$ cat src/rtl/adc_lvds_pkg.sv
// Shared types and helpers for the LVDS ADC receive path.
package adc_lvds_pkg;

  // Per-lane frame-alignment state.
  typedef enum logic [2:0] {
    LaneIdle   = 3'd0,
    LaneCheck  = 3'd1,
    LaneSlip   = 3'd2,
    LaneSettle = 3'd3,
    LaneLocked = 3'd4,
    LaneFail   = 3'd5
  } laneState_e;

  // Default frame-clock word: seven ones followed by seven zeros in the low 14 bits.
  localparam logic [15:0] FrmPatternDef = 16'b0011111110000000;

  // Bits needed to hold a counter that runs 0..maxVal.
  function automatic int cntWidth(input int maxVal);
    return (maxVal < 1) ? 1 : $clog2(maxVal + 1);
  endfunction

endpackage

$ cat src/rtl/adc_frame_lane.sv
// One frame lane: compares the deserialised frame word to the pattern and
// drives bitslip until the lane locks or runs out of slips.
//
// state      | meaning
// -----------+------------------------------------------------------------
// LaneIdle   | waiting for bit-clock alignment
// LaneCheck  | comparing words; counts consecutive matches towards lock
// LaneSlip   | one-cycle bitslip pulse to the ISERDES
// LaneSettle | let the ISERDES output settle after a slip
// LaneLocked | aligned; counts consecutive misses towards loss of lock
// LaneFail   | slip budget exhausted; waits for realign or bit-clock drop
module adc_frame_lane
  import adc_lvds_pkg::*;
#(
  parameter int          AdcBits      = 14,
  parameter logic [15:0] FrmPattern   = FrmPatternDef,
  parameter int          SettleCycles = 3,
  parameter int          LockCount    = 2,
  parameter int          LossCount    = 4,
  parameter int          MaxSlips     = 2 * AdcBits
) (
  input  logic               FrmClkDiv,
  input  logic               FrmRstN,
  input  logic               BitClkDone,
  input  logic               FrmRealign,
  input  logic [AdcBits-1:0] FrmWord,
  output logic               FrmBitslip,
  output logic               FrmAlignDone,
  output logic               FrmAlignErr,
  output logic               alignDoneNext
);

  localparam int MatchW  = cntWidth(LockCount);
  localparam int MissW   = cntWidth(LossCount);
  localparam int SlipW   = cntWidth(MaxSlips);
  localparam int SettleW = cntWidth(SettleCycles);

  localparam logic [MatchW-1:0]  MatchLast  = MatchW'(LockCount - 1);
  localparam logic [MissW-1:0]   MissLast   = MissW'(LossCount - 1);
  localparam logic [SlipW-1:0]   SlipMax    = SlipW'(MaxSlips);
  localparam logic [SettleW-1:0] SettleLoad = SettleW'(SettleCycles - 1);

  laneState_e         state, stateNext;
  logic [MatchW-1:0]  matchCnt, matchNext;
  logic [MissW-1:0]   missCnt, missNext;
  logic [SlipW-1:0]   slipCnt, slipNext;
  logic [SettleW-1:0] settleCnt, settleNext;
  logic               wordMatch;

  assign wordMatch     = (FrmWord == FrmPattern[AdcBits-1:0]);
  assign alignDoneNext = (stateNext == LaneLocked);

  // Next-state and counter update, highest-priority conditions first.
  always_comb begin
    stateNext  = state;
    matchNext  = matchCnt;
    missNext   = missCnt;
    slipNext   = slipCnt;
    settleNext = settleCnt;
    if (!BitClkDone) begin
      stateNext  = LaneIdle;
      matchNext  = '0;
      missNext   = '0;
      slipNext   = '0;
      settleNext = '0;
    end else if (FrmRealign && (state != LaneIdle)) begin
      stateNext  = LaneCheck;
      matchNext  = '0;
      missNext   = '0;
      slipNext   = '0;
      settleNext = '0;
    end else begin
      case (state)
        LaneIdle: begin
          stateNext = LaneCheck;
          matchNext = '0;
          missNext  = '0;
          slipNext  = '0;
        end
        LaneCheck: begin
          if (wordMatch) begin
            matchNext = matchCnt + MatchW'(1);
            if (matchCnt == MatchLast) begin
              stateNext = LaneLocked;
            end
          end else begin
            matchNext = '0;
            stateNext = (slipCnt == SlipMax) ? LaneFail : LaneSlip;
          end
        end
        LaneSlip: begin
          slipNext   = slipCnt + SlipW'(1);
          settleNext = SettleLoad;
          stateNext  = LaneSettle;
        end
        LaneSettle: begin
          // SETTLE->CHECK keeps the slip count so the budget spans the whole search.
          if (settleCnt == '0) begin
            stateNext = LaneCheck;
            matchNext = '0;
            missNext  = '0;
          end else begin
            settleNext = settleCnt - SettleW'(1);
          end
        end
        LaneLocked: begin
          if (wordMatch) begin
            missNext = '0;
          end else if (missCnt == MissLast) begin
            stateNext = LaneCheck;
            matchNext = '0;
            missNext  = '0;
            slipNext  = '0;
          end else begin
            missNext = missCnt + MissW'(1);
          end
        end
        LaneFail: begin
          stateNext = LaneFail;
        end
        default: begin
          stateNext = LaneIdle;
        end
      endcase
    end
  end

  // State, counters and outputs; outputs decode the next state so they line up with it.
  always_ff @(posedge FrmClkDiv) begin
    if (!FrmRstN) begin
      state        <= LaneIdle;
      matchCnt     <= '0;
      missCnt      <= '0;
      slipCnt      <= '0;
      settleCnt    <= '0;
      FrmBitslip   <= 1'b0;
      FrmAlignDone <= 1'b0;
      FrmAlignErr  <= 1'b0;
    end else begin
      state        <= stateNext;
      matchCnt     <= matchNext;
      missCnt      <= missNext;
      slipCnt      <= slipNext;
      settleCnt    <= settleNext;
      FrmBitslip   <= (stateNext == LaneSlip);
      FrmAlignDone <= (stateNext == LaneLocked);
      FrmAlignErr  <= (stateNext == LaneFail);
    end
  end

endmodule

$ cat src/rtl/adc_frame_align.sv
// Multi-lane frame alignment: one independent lane controller per ADC
// frame lane plus a registered all-lanes-locked flag.
module adc_frame_align
  import adc_lvds_pkg::*;
#(
  parameter int          AdcBits      = 14,
  parameter int          NumFrm       = 1,
  parameter logic [15:0] FrmPattern   = FrmPatternDef,
  parameter int          SettleCycles = 3,
  parameter int          LockCount    = 2,
  parameter int          LossCount    = 4,
  parameter int          MaxSlips     = 2 * AdcBits
) (
  input  logic                      FrmClkDiv,
  input  logic                      FrmRstN,
  input  logic                      BitClkDone,
  input  logic                      FrmRealign,
  input  logic [NumFrm*AdcBits-1:0] FrmWord,
  output logic [NumFrm-1:0]         FrmBitslip,
  output logic [NumFrm-1:0]         FrmAlignDone,
  output logic [NumFrm-1:0]         FrmAlignErr,
  output logic                      FrmAllDone
);

  logic [NumFrm-1:0] doneNext;

  for (genvar i = 0; i < NumFrm; i++) begin : gLane
    adc_frame_lane #(
      .AdcBits      (AdcBits),
      .FrmPattern   (FrmPattern),
      .SettleCycles (SettleCycles),
      .LockCount    (LockCount),
      .LossCount    (LossCount),
      .MaxSlips     (MaxSlips)
    ) uLane (
      .FrmClkDiv     (FrmClkDiv),
      .FrmRstN       (FrmRstN),
      .BitClkDone    (BitClkDone),
      .FrmRealign    (FrmRealign),
      .FrmWord       (FrmWord[i*AdcBits +: AdcBits]),
      .FrmBitslip    (FrmBitslip[i]),
      .FrmAlignDone  (FrmAlignDone[i]),
      .FrmAlignErr   (FrmAlignErr[i]),
      .alignDoneNext (doneNext[i])
    );
  end

  // All-lanes-locked, built from next-state so it changes on the same edge as FrmAlignDone.
  always_ff @(posedge FrmClkDiv) begin
    if (!FrmRstN) begin
      FrmAllDone <= 1'b0;
    end else begin
      FrmAllDone <= &doneNext;
    end
  end

endmodule

$ cat config.mk
export PLATFORM = sky130hd
export DESIGN_NAME = adc_frame_align
export DESIGN_NICKNAME = d
export VERILOG_FILES = /design/src/rtl/adc_lvds_pkg.sv /design/src/rtl/adc_frame_lane.sv /design/src/rtl/adc_frame_align.sv
export SDC_FILE = /design/constraint.sdc
export NUM_CORES = 1
export LEC_CHECK = 0
export CORE_MARGIN = 3
export CORE_UTILIZATION = 52
export CTS_CLUSTER_SIZE = 28
export DETAILED_ROUTE_END_ITERATION = 8
export GPL_TIMING_DRIVEN = 0
export HOLD_SLACK_MARGIN = 0.15
export PLACE_DENSITY = 0.8
export SYNTH_ARGS = -nofsm -noshare
export SYNTH_HDL_FRONTEND = slang
export SYNTH_SLANG_ARGS = --single-unit
$ cat constraint.sdc
create_clock -name FrmClkDiv -period 2.8 [get_ports FrmClkDiv]
set_clock_uncertainty 0.2 [all_clocks]
set_input_delay 0.42 -clock FrmClkDiv [delete_from_list [all_inputs] [get_ports FrmClkDiv]]
set_output_delay 0.42 -clock FrmClkDiv [all_outputs]
set_load 0.02 [all_outputs]
==> results by stage, run 1 <==
Synthesis:
- The number of storage elements in the synthesis netlist is 18.
- The number of nets handed over by synthesis was 136.
- The number of distinct library cells after synthesis is 38.
- The synthesized netlist occupies a cell area of 1000 um^2.
- A synthesized cell averages 8.85 um^2.
- The instance count of the mapped netlist is 113.
- The sequential fraction of the synthesis area is 0.360.
- Yosys printed 0 warnings.

CTS:
- CTS built an H-tree with a depth of 1.
- Buffers inserted to repair hold after CTS numbered 0.
- CTS saw 18 sinks.
- Once the clock tree was built, the setup fixing pass inserted 0 buffers.
- Clock latency on the worst-skew pair, taken at its later pin, is 0.30 ns.
- TritonCTS built the clock tree.
- The number of instances resized during post-cts repair is 0.
- The clock-pin slew on the worst setup and hold paths is 0.11 ns.
- The deepest clock path buffer count is 2.
- In this run the clock root is driven by a clkbuf_4.
- The total clock buffers created by CTS is 3.

Route:
- The final layout contains routed wiring with a total length of 2.02 mm.
- The detailed router finished its first iteration with 13 violations.
- The average via count per standard cell is 5.37.
- The remaining number of nets flagged by the antenna check after routing is 0.
- The number of DRC violations after detailed routing is 0.
- The routed layout has 875 vias.
- For this run, the detailed router's first-pass iteration total came to 4.
- Dividing the detail-routed wire length by the instance count gives 12.4 um.

Critical path:
- On the critical path, the stage with the largest delay is an instance of clkdlybuf4s50_1.
- The class of the most critical setup path is primary input to flip-flop.
- In this run the critical register-to-register path is captured at gLane[0].uLane.slipCnt[4]$_SDFFE_PP0P_.
- The critical path arrival is 2.12 ns.
- The number of cells on the worst reg-to-reg path is 6.
- The worst setup path is launched from a primary input.
- The endpoint class of the critical path is a flip-flop.
- Walking the worst path, the cells encountered are clkdlybuf4s50_1, nor4_2, and4_1, buf_6, mux2_4, o211ai_2, and2b_1.
- The worst flop-to-flop path startpoint is gLane[0].uLane.missCnt[0]$_SDFFE_PP0P_.
- The worst reg-to-reg setup slack is 0.97 ns.
- The largest single stage delay on the critical path is 0.42 ns.
- Along the worst path, the maximum fanout reaches 6.
- The required time of the worst setup path is 2.84 ns.

Final layout:
- The number of nets in the finished design is 162.
- The filler cells instantiated in the layout total 162.
- The final non-filler cell area is 0.00128 mm^2.
- The area occupied by registers is 360 um^2.
- The library cells used most frequently in the layout, excluding fill and tap cells, are clkdlybuf4s50_1 (21), dfxtp_1 (18), nor2_1 (11), a21oi_1 (10).
- The area taken by multi-input logic gates is 578 um^2.
- The repair_antennas step left the layout with diodes totalling 0.
- The synthesis-to-layout area growth is 27.8%.
- The count of cells in the finished layout, fillers not included, comes to 163.
- The library cell used most frequently in the layout, excluding fill and tap cells, is clkdlybuf4s50_1.
- In the final layout, the share of cells above drive strength 1 is 0.138.

Timing:
- For the pin with the worst max-slew slack, the measured transition is 0.302 ns.
- The setup slack after layout is 0.721 ns.
- The max-slew violation count is 0.
- In the finished design, the share of the clock period the worst path needs comes to 0.742.
- Setup repair after global routing left no endpoint under its margin.
- The number of failing setup endpoints in the final timing report is 0.
- After routing, the total negative slack on setup checks comes to 0 ns.
- The worst path needs 2.08 ns of the cycle, external delays included.
- Static timing analysis puts the maximum clock frequency at 481 MHz.
- The worst relative slew slack is 0.799.
- The number of hold-slack violations in the final timing report is 0.

Die:
- The die is 49.8 um tall.
- The die outline area is 0.00248 mm^2.
- For this configuration, the core starts out at a cell density of 0.567.
- The standard cell core area is 0.00176 mm^2.
- The number of primary I/O pins is 22.
- The count of standard-cell rows is 15.
- The die is 49.8 um wide.

Power and ir drop:
- The design draws 0.482 mW.
- The total power per unit cell area is 377 mW/mm^2.
- VDD sags by at most 0.303 mV.
- The leakage dissipation is 0.482 nW.

Flow run:
- Across the run, the number of max-cap violations was 0.

Run status:
- The flow ran to the end, and the final reports show no timing, DRC or antenna violations.

GRT:
- The number of global-route vias before repair came to 790.
- The global route total overflow is 0.
- The first global-routing pass estimated 3.51 mm of wire.
- The pin count of the biggest net entering global routing is 11.
- The initial antenna violation count is 0.
- The total routing usage reported by global routing is 0.184.

Placed design:
- The cell count after placement is 159.
- The congestion estimate from routability-driven global placement came to 0.812.
- The wire-length estimate of the detail-placed layout is 1.65 mm.
- The worst slack at placement is 0.409 ns.
- In this run the tool buffered the top-level ports with 21 buffer cells.
- The post-placement cell area is 0.00124 mm^2.

Worst hold path:
- The type of the worst min-delay path is flip-flop to flip-flop.
- The worst hold path terminates at gLane[0].uLane.missCnt[2]$_SDFFE_PP0P_.
- Counting instances, the worst hold path has a depth of 1.
- In this run the most critical hold path is launched from gLane[0].uLane.missCnt[2]$_SDFFE_PP0P_.
cell type report:
class / count / share of cell area
well taps: 25 / 0.0245
repair buffers: 21 / 0.165
inverters: 7 / 0.0206
plain buffers: 4 / 0.0274
clock buffers: 4 / 0.0284
multi-input cells: 84 / 0.452
flip-flops and latches: 18 / 0.282
worst max-delay path by stage:
stage	start	endpoint	slack [ns]	cells after the start
final	FrmWord[1]	gLane[0].uLane.state[0]$_SDFF_PN0_	0.72	7
after global routing	FrmWord[1]	gLane[0].uLane.slipCnt[3]$_SDFFE_PP0P_	0.68	6
after CTS	FrmWord[1]	gLane[0].uLane.state[0]$_SDFF_PN0_	0.72	7
after detailed placement	FrmWord[1]	gLane[0].uLane.state[0]$_SDFF_PN0_	0.41	7
after global placement	FrmWord[1]	gLane[0].uLane.state[0]$_SDFF_PN0_	0.42	7
after floorplan	FrmWord[1]	gLane[0].uLane.state[0]$_SDFF_PN0_	0.94	6
per-stage QoR:
stage                     hold WS, ns   util
after floorplan                 0.244      -
after global placement          0.250  0.704
after detailed placement        0.257  0.704
after CTS                       0.272  0.724
after global routing            0.277  0.724
final                           0.272  0.724
worst max-delay path, delay by kind of cell:
kind	cells	cell delay, ns
AND/OR/NAND/NOR	3	0.68
buffers and inverters	2	0.54
multiplexers	1	0.30
AO/OA/AOI/OAI	1	0.17
state kept, by name, indices dropped and copies added, names as in the netlist:
register and count:
gLane.uLane.FrmBitslip 1, gLane.uLane.slipCnt 5, gLane.uLane.matchCnt 2, gLane.uLane.FrmAlignErr 1, gLane.uLane.missCnt 3, gLane.uLane.state 3
gLane.uLane.FrmAlignDone 1, gLane.uLane.settleCnt 2
report_power, final:
part | internal (mW) | switching (mW) | leakage, nW
clock network | 0.0793 | 0.0826 | 0.0210
registers | 0.258 | 0.00200 | 0.145
logic | 0.0342 | 0.0263 | 0.316
total | 0.371 | 0.111 | 0.482
routing by layer:
layer | track usage | wire length (um)
met1 | 0.228 | 942
met2 | 0.304 | 987
met3 | 0.0574 | 73
met4 | 0.0553 | 19
met5 | 0 | 0
synthesized netlist by cell type:
library cell / n / area, um^2
dfxtp_1: 18 / 360
nor2_1: 11 / 41.3
a21oi_1: 10 / 50.1
inv_1: 7 / 26.3
nand2_1: 7 / 26.3
ha_1: 5 / 62.6
nor3_1: 5 / 25.0
o21ai_0: 4 / 20.0
nand3_1: 3 / 15.0
nand4_1: 3 / 18.8
nor2b_1: 3 / 18.8
or3_1: 3 / 18.8
a21oi_4: 2 / 32.5
a22oi_1: 2 / 15.0
a31o_2: 2 / 17.5
a31oi_1: 2 / 12.5
and2b_1: 2 / 15.0
and4_1: 2 / 17.5
buf_6: 2 / 22.5
nand2b_1: 2 / 12.5
a21boi_2: 1 / 11.3
a21o_1: 1 / 7.51
a21oi_2: 1 / 8.76
a221o_1: 1 / 10.0
a221oi_1: 1 / 8.76
and2_1: 1 / 6.26
and4b_1: 1 / 10.0
buf_2: 1 / 5.00
buf_4: 1 / 7.51
mux2_4: 1 / 15.0
nand2_4: 1 / 11.3
nor3b_1: 1 / 7.51
nor4_2: 1 / 12.5
o211a_1: 1 / 10.0
o211ai_2: 1 / 12.5
or2b_1: 1 / 7.51
or3_4: 1 / 11.3
xor2_1: 1 / 8.76
cell families (layout without fill, tap and decap cells):
logic type	Yosys count	count (layout)	synth area share
xor gates and xnor gates	1	1	0.00876
and+or+nand+nor	48	48	0.275
DFF	18	18	0.360
adders and majority gates	5	5	0.0626
muxes	1	1	0.0150
buffers and inverters	11	36	0.0613
AOI/OAI and AO/OA	29	29	0.217
Power figures use the tool's default switching activity.
==> run 2: changes to the inputs <==
CORE_UTILIZATION = 49   (was 52)
PLACE_DENSITY = 0.76   (was 0.8)
clock period = 2 ns   (was 2.8 ns; I/O delays follow)
==> run 2 against run 1 <==
Sequential power up 40%. Global-route usage down 0.81 points. Critical path depth down 1. Critical endpoint is now gLane[0].uLane.slipCnt[4]$_SDFFE_PP0P_. Largest cell class unchanged. Count of clock-buffer cells in the layout unchanged. Register-to-register slack worse by 0.89 ns. Hold slack better by 0.015 ns. Total power up 40%. First-iteration DRC count up 7.7%.
==> results by stage, run 2 (same netlist as run 1, synthesis figures left out) <==
Run status:
- Result of the run: complete, no violations (unchanged).

Route:
- The number of DRC violations after detailed routing is 0 (unchanged).
- The number of DRC markers after the initial detailed-route iteration came to 14 (was 13).
- The remaining number of nets flagged by the antenna check after routing is 0 (unchanged).
- The sum of routed wire length over all layers was 2.01 mm (was 2.02 mm).
- The average via count per standard cell is 5.51 (was 5.37).
- The number of iterations in the first detailed-routing pass is 4 (unchanged).
- The total number of vias is 903 (was 875).
- The routed length per placed instance came to 12.3 um (was 12.4 um).

CTS:
- The clock insertion delay at the later pin of the skew report is 0.30 ns (about the same).
- The CTS tree is built (unchanged).
- The clock root buffer is clkbuf_4 (unchanged).
- The count of clock tree sinks is 18 (unchanged).
- The number of buffers added to fix hold violations after cts came to 0 (unchanged).
- The deepest clock path buffer count came to 2 (unchanged).
- The total clock buffers created by CTS is 3 (unchanged).
- The clock-pin slew on the worst setup and hold paths is 0.10 ns (was 0.11 ns).
- The level count of the clock H-tree is 1 (unchanged).

Final layout:
- The fraction of layout cells with a size suffix above 1 was 0.144 (was 0.138).
- The number of nets in the finished design is 163 (was 162).
- The end-of-flow core utilization came to 0.710 (was 0.724).
- The largest register by flop count is gLane.uLane.slipCnt (unchanged).
- The number of inserted diodes is 0 (unchanged).
- Top library cells by usage in the layout, fill and taps aside: clkdlybuf4s50_1 (21), dfxtp_1 (18), nor2_1 (11), a21oi_1 (10) (unchanged).
- The number of inserted filler cells in the final layout is 152 (was 162).
- Registers with the highest flip-flop counts: gLane.uLane.slipCnt: 5 flops, gLane.uLane.missCnt: 3 flops, gLane.uLane.state: 3 flops (unchanged).
- The leading cell type in the layout, fill and taps excluded is clkdlybuf4s50_1 (unchanged).
- The synthesis-to-layout area growth is 29.3% (was 27.8%).
- The flip-flop count of the largest register after layout was 5 (unchanged).
- The final cell count without fillers is 164 (was 163).

Critical path:
- The highest fanout seen on the critical path is 8 (was 6).
- The endpoint of the most critical register-to-register path is gLane[0].uLane.slipCnt[4]$_SDFFE_PP0P_ (unchanged).
- The startpoint type of the worst setup path is a flip-flop (was primary input).
- The length in cells of the worst reg-to-reg path is 6 (unchanged).
- The required time of the worst setup path is 2.03 ns (was 2.84 ns).
- The first element of the critical path is gLane[0].uLane.missCnt[0]$_SDFFE_PP0P_ (was FrmWord[1]).
- The endpoint class of the critical path is a flip-flop (unchanged).
- The critical path arrival is 1.95 ns (was 2.12 ns).
- The worst flop-to-flop path startpoint is gLane[0].uLane.missCnt[0]$_SDFFE_PP0P_ (unchanged).
- The class of the most critical setup path is flip-flop to flip-flop (was primary input to flip-flop).
- The worst reg-to-reg setup slack was 0.08 ns (was 0.97 ns).

Placed design:
- The HPWL after detailed placement is 1.58 mm (was 1.65 mm).
- The cell count after placement is 159 (unchanged).
- The port buffer count was 21 (unchanged).
- The weighted congestion at the end of routability-driven global placement is 0.826 (was 0.812).

GRT:
- The number of global-route vias before repair is 905 (was 790).
- The initial antenna violation count is 0 (unchanged).
- The total routing usage reported by global routing is 0.176 (was 0.184).
- The pin count of the biggest net entering global routing was 11 (unchanged).
- The global route total overflow is 0 (unchanged).
- The first-pass GRT wire length is 3.55 mm (was 3.51 mm).

Timing:
- The number of failing setup endpoints in the final timing report came to 0 (unchanged).
- The worst-margin pin slew was 0.290 ns (was 0.302 ns).
- Of the available clock period, the critical path in the final layout requires 0.962.
- The number of hold-slack violations in the final timing report came to 0 (unchanged).
- The shortest clock period the worst path allows after layout is 1.92 ns.
- The max-slew violation count came to 0 (unchanged).
- The worst relative slew slack is 0.807 (was 0.799).
- The maximum operating frequency is 520 MHz.
- The final sum of negative setup slack is 0 ns (unchanged).

Die:
- The count of standard-cell rows came to 15 (unchanged).
- The die outline area is 0.00262 mm^2 (was 0.00248 mm^2).
- The number of primary I/O pins is 22 (unchanged).
- The die width is 51.2 um (was 49.8 um).
- The height of the die is 51.2 um (was 49.8 um).
- The initial cell density of the core is 0.549 (was 0.567).
- The standard cell core area is 0.00182 mm^2 (was 0.00176 mm^2).

Power and ir drop:
- The total power per unit cell area is 521 mW/mm^2 (was 377 mW/mm^2).
- The leakage dissipation is 0.488 nW (was 0.482 nW).
- The maximum vdd drop came to 0.430 mV (was 0.303 mV).
- The overall power was 0.673 mW (was 0.482 mW).

Worst hold path:
- The end of the worst hold path is gLane[0].uLane.missCnt[2]$_SDFFE_PP0P_ (unchanged).
- The startpoint of the tightest hold check path is gLane[0].uLane.missCnt[2]$_SDFFE_PP0P_ (unchanged).
- The count of cells along the worst hold path is 1 (unchanged).
- The type of the worst min-delay path is flip-flop to flip-flop (unchanged).

Flow run:
- The total of max-cap violations is 0 (unchanged).
run 2: changes by cell type in the layout (fill, tap and decap cells not counted):
cell,previous run,this run
a21oi_2,1,0
a21oi_4,2,3
buf_4,1,2
run 2: per-layer routing:
layer	share of wire	global-route usage	vias to the layer above	wire, um
li1	-	-	454	-
met4	0.017	0.0673	0	35
met5	0	0	-	0
met2	0.50	0.315	29	1000
met1	0.43	0.201	415	857
met3	0.058	0.0379	5	116
run 2: area by class of cell:
type	count	area, um^2	share of cell area
buffer	4	35.0	0.0271
timing repair buffer	22	218	0.168
tap	25	31.3	0.0242
sequential	18	360	0.279
inverter	7	26.3	0.0203
multi-input combinational	84	586	0.453
clock buffer	4	36.3	0.0281
run 2: repair_timing:
item | 4_1_cts | 5_1_grt
hold endpoints to repair | 0 | 0
endpoints found under the setup margin | 0 | 6
resized for setup | 0 | 1
buffers inserted | 0 | 1
run 2: report_power, final:
group / leakage, nW / internal, mW / total, mW / switching [mW]
sequential: 0.145 / 0.361 / 0.364 / 0.00278
combinational: 0.321 / 0.0483 / 0.0853 / 0.0369
clock: 0.0210 / 0.111 / 0.224 / 0.113
run 2: critical path, stage by stage (launching register included):
cell and delay (ns):
dfxtp_1 0.38, ha_1 0.20, nor2b_1 0.24, and2_1 0.24
a21oi_4 0.11, or3_1 0.35, a21oi_1 0.14
run 2: through the flow:
stage | setup slack (ns) | area, um^2 | hold WS, ns
floorplan | 0.262 | 1000 | 0.179
global placement | -0.251 | 1240 | 0.249
detailed placement | -0.261 | 1240 | 0.258
CTS | 0.0466 | 1280 | 0.273
global route | -0.0467 | 1290 | 0.317
finish | 0.0756 | 1290 | 0.287
run 2: how the worst max path moves through the flow:
stage | endpoint | slack [ns] | depth (start not counted)
finish | gLane[0].uLane.slipCnt[4]$_SDFFE_PP0P_ | 0.08 | 6
global route | gLane[0].uLane.slipCnt[3]$_SDFFE_PP0P_ | -0.05 | 6
CTS | gLane[0].uLane.state[0]$_SDFF_PN0_ | 0.05 | 7
detailed placement | gLane[0].uLane.state[0]$_SDFF_PN0_ | -0.26 | 7
global placement | gLane[0].uLane.state[0]$_SDFF_PN0_ | -0.25 | 7
floorplan | gLane[0].uLane.state[0]$_SDFF_PN0_ | 0.26 | 6
==> run 3: changes to the inputs <==
CORE_MARGIN = 5   (was 3)
CTS_CLUSTER_SIZE = unset   (was 28)
==> run 3 against run 2 <==
Fmax shrank 0.25%. Hold slack worse by 0.019 ns. Die area rose by 16%. Worst setup slack got worse by 0.0049 ns. Total power fell by 0.32%. Combinational power decreased by 0.8%. Largest power group unchanged.
==> results by stage, run 3 (same netlist as run 1, synthesis figures left out) <==
Route:
- The number of DRC violations after detailed routing is 0 (unchanged).
- The detailed route wirelength on metal2 is 1.05 mm (was 1.00 mm).
- The topmost layer with routed signal wires was met4 (unchanged).
- The routed length on met1 came to 864 um (was 857 um).
- The remaining number of nets flagged by the antenna check after routing is 0 (unchanged).
- The wire length on met3 is 129 um (was 116 um).
- The average via count per standard cell is 5.48 (was 5.51).
- The number of iterations in the first detailed-routing pass was 4 (unchanged).
- The routed length per placed instance is 12.6 um (was 12.3 um).
- The sum of routed wire length over all layers is 2.07 mm (was 2.01 mm).
- The total number of vias is 904 (was 903).
- The number of DRC markers after the initial detailed-route iteration is 23 (was 14).

Worst hold path:
- The end of the worst hold path is gLane[0].uLane.missCnt[2]$_SDFFE_PP0P_ (unchanged).
- The type of the worst min-delay path is flip-flop to flip-flop (unchanged).
- The startpoint of the tightest hold check path is gLane[0].uLane.missCnt[2]$_SDFFE_PP0P_ (unchanged).
- The count of cells along the worst hold path is 1 (unchanged).

CTS:
- The count of clock tree sinks is 18 (unchanged).
- The level count of the clock H-tree was 1 (unchanged).
- The clock insertion delay at the later pin of the skew report is 0.29 ns (was 0.30 ns).
- The clock-pin slew on the worst setup and hold paths is 0.10 ns (about the same).
- The total clock buffers created by CTS is 3 (unchanged).
- The number of buffers added to fix hold violations after cts came to 0 (unchanged).
- The CTS tree is built (unchanged).
- The deepest clock path buffer count is 2 (unchanged).
- The clock root buffer is clkbuf_4 (unchanged).
- The number of setup buffers added after CTS is 0 (unchanged).
- The number of instances resized during post-cts repair is 0 (unchanged).

Placed design:
- The port buffer count came to 21 (unchanged).
- The cell count after placement is 161 (was 159).
- The weighted congestion at the end of routability-driven global placement is 0.784 (was 0.826).
- The worst slack at placement is -0.254 ns (was -0.261 ns).
- The HPWL after detailed placement is 1.72 mm (was 1.58 mm).
- The post-placement cell area is 0.00124 mm^2 (about the same).

Final layout:
- The final non-filler cell area came to 0.00128 mm^2 (was 0.00129 mm^2).
- The largest register by flop count is gLane.uLane.slipCnt (unchanged).
- The fraction of layout cells with a size suffix above 1 came to 0.138 (was 0.144).
- The flip-flop count of the largest register after layout is 5 (unchanged).
- Registers with the highest flip-flop counts: gLane.uLane.slipCnt: 5 flops, gLane.uLane.missCnt: 3 flops, gLane.uLane.state: 3 flops (unchanged).
- The leading cell type in the layout, fill and taps excluded is clkdlybuf4s50_1 (unchanged).
- The end-of-flow core utilization is 0.652 (was 0.710).
- The synthesis-to-layout area growth is 28.0% (was 29.3%).
- The final cell count without fillers is 165 (was 164).
- The number of inserted diodes was 0 (unchanged).
- Top library cells by usage in the layout, fill and taps aside: clkdlybuf4s50_1 (21), dfxtp_1 (18), nor2_1 (11), a21oi_1 (10) (unchanged).
- The number of nets in the finished design is 162 (was 163).

Die:
- The number of primary I/O pins is 22 (unchanged).
- The die width is 55.2 um (was 51.2 um).
- The initial cell density of the core was 0.510 (was 0.549).
- The standard cell core area is 0.00196 mm^2 (was 0.00182 mm^2).
- The height of the die was 55.2 um (was 51.2 um).
- The count of standard-cell rows is 16 (was 15).
- The die outline area is 0.00304 mm^2 (was 0.00262 mm^2).

Timing:
- The final sum of negative setup slack came to 0 ns (unchanged).
- The worst relative slew slack is 0.808 (was 0.807).
- The ratio of final minimum period to clock period is 0.965 (was 0.962).
- The number of failing setup endpoints in the final timing report is 0 (unchanged).
- The shortest clock period the worst path allows after layout came to 1.93 ns (was 1.92 ns).
- Setup repair after global routing left no endpoint under its margin.
- The worst-margin pin slew came to 0.288 ns (was 0.290 ns).
- The max-slew violation count came to 0 (unchanged).
- The number of hold-slack violations in the final timing report is 0 (unchanged).
- The maximum operating frequency is 518 MHz (was 520 MHz).
- The setup slack after layout was 0.0708 ns (was 0.0756 ns).

Critical path:
- The worst reg-to-reg setup slack is 0.19 ns (was 0.08 ns).
- The startpoint type of the worst setup path is a primary input (was flip-flop).
- The class of the most critical setup path is primary input to flip-flop (was flip-flop to flip-flop).
- The critical path arrival is 1.97 ns (was 1.95 ns).
- Crit path cell chain: clkdlybuf4s50_1, nor4_2, and4_1, buf_6, mux2_4, o211ai_2, and2b_1 (was ha_1, nor2b_1, and2_1, a21oi_4, or3_1, a21oi_1).
- The highest fanout seen on the critical path was 6 (was 8).
- The endpoint class of the critical path was a flip-flop (unchanged).
- The largest stage delay on the critical path is 0.41 ns (was 0.38 ns).
- The required time of the worst setup path is 2.04 ns (was 2.03 ns).
- The library cell contributing the largest single delay on the critical path is clkdlybuf4s50_1 (was dfxtp_1).
- The endpoint of the most critical register-to-register path is gLane[0].uLane.slipCnt[3]$_SDFFE_PP0P_ (was gLane[0].uLane.slipCnt[4]$_SDFFE_PP0P_).
- The length in cells of the worst reg-to-reg path is 6 (unchanged).
- The worst flop-to-flop path startpoint is gLane[0].uLane.missCnt[0]$_SDFFE_PP0P_ (unchanged).

GRT:
- The pin count of the biggest net entering global routing was 11 (unchanged).
- The first-pass GRT wire length is 3.42 mm (was 3.55 mm).
- The total routing usage reported by global routing was 0.161 (was 0.176).
- The initial antenna violation count is 0 (unchanged).
- The global route total overflow is 0 (unchanged).
- The number of global-route vias before repair is 861 (was 905).

Power and ir drop:
- The leakage dissipation is 0.482 nW (was 0.488 nW).
- The maximum vdd drop is 0.315 mV (was 0.430 mV).
- The total power per unit cell area is 524 mW/mm^2 (was 521 mW/mm^2).

Run status:
- Result of the run: complete, no violations (unchanged).

Flow run:
- The total of max-cap violations was 0 (unchanged).
run 3: area by class of cell:
cell class | instances | area (um^2)
flip-flops and latches | 18 | 360
inverters | 7 | 26.3
multi-input cells | 84 | 578
clock buffers | 4 | 36.3
plain buffers | 4 | 35.0
repair buffers | 21 | 210
well taps | 27 | 33.8
fillers | 177 | 682
run 3: through the flow:
step	hold slack [ns]	power, mW
2_1_floorplan	0.179	0.412
3_3_place_gp	0.249	0.454
3_5_place_dp	0.256	0.457
4_1_cts	0.271	0.679
5_1_grt	0.287	0.701
6_report	0.269	0.671
run 3: critical path, delay by kind of cell:
family | cells | cell delay, ns
simple gates | 3 | 0.67
buf+inv | 2 | 0.53
mux | 1 | 0.30
compound gates | 1 | 0.18
run 3: metal layers:
layer | track usage | vias up
met5 | 0 | -
met4 | 0.0972 | 0
met3 | 0.0295 | 2
met2 | 0.291 | 33
met1 | 0.170 | 413
li1 | - | 456
run 3: worst max path at each step:
stage | from | endpoint | cells after the start
global route | FrmWord[1] | gLane[0].uLane.state[0]$_SDFF_PN0_ | 7
CTS | FrmWord[1] | gLane[0].uLane.state[0]$_SDFF_PN0_ | 7
floorplan | FrmWord[1] | gLane[0].uLane.state[0]$_SDFF_PN0_ | 6
detailed placement | FrmWord[1] | gLane[0].uLane.FrmBitslip$_SDFF_PN0_ | 7
finish | FrmWord[1] | gLane[0].uLane.state[0]$_SDFF_PN0_ | 7
global placement | FrmWord[1] | gLane[0].uLane.state[0]$_SDFF_PN0_ | 7
run 3: power by group:
part           internal (mW)  switching (mW)
sequential             0.361         0.00278
combinational         0.0478          0.0368
clock                  0.111           0.112
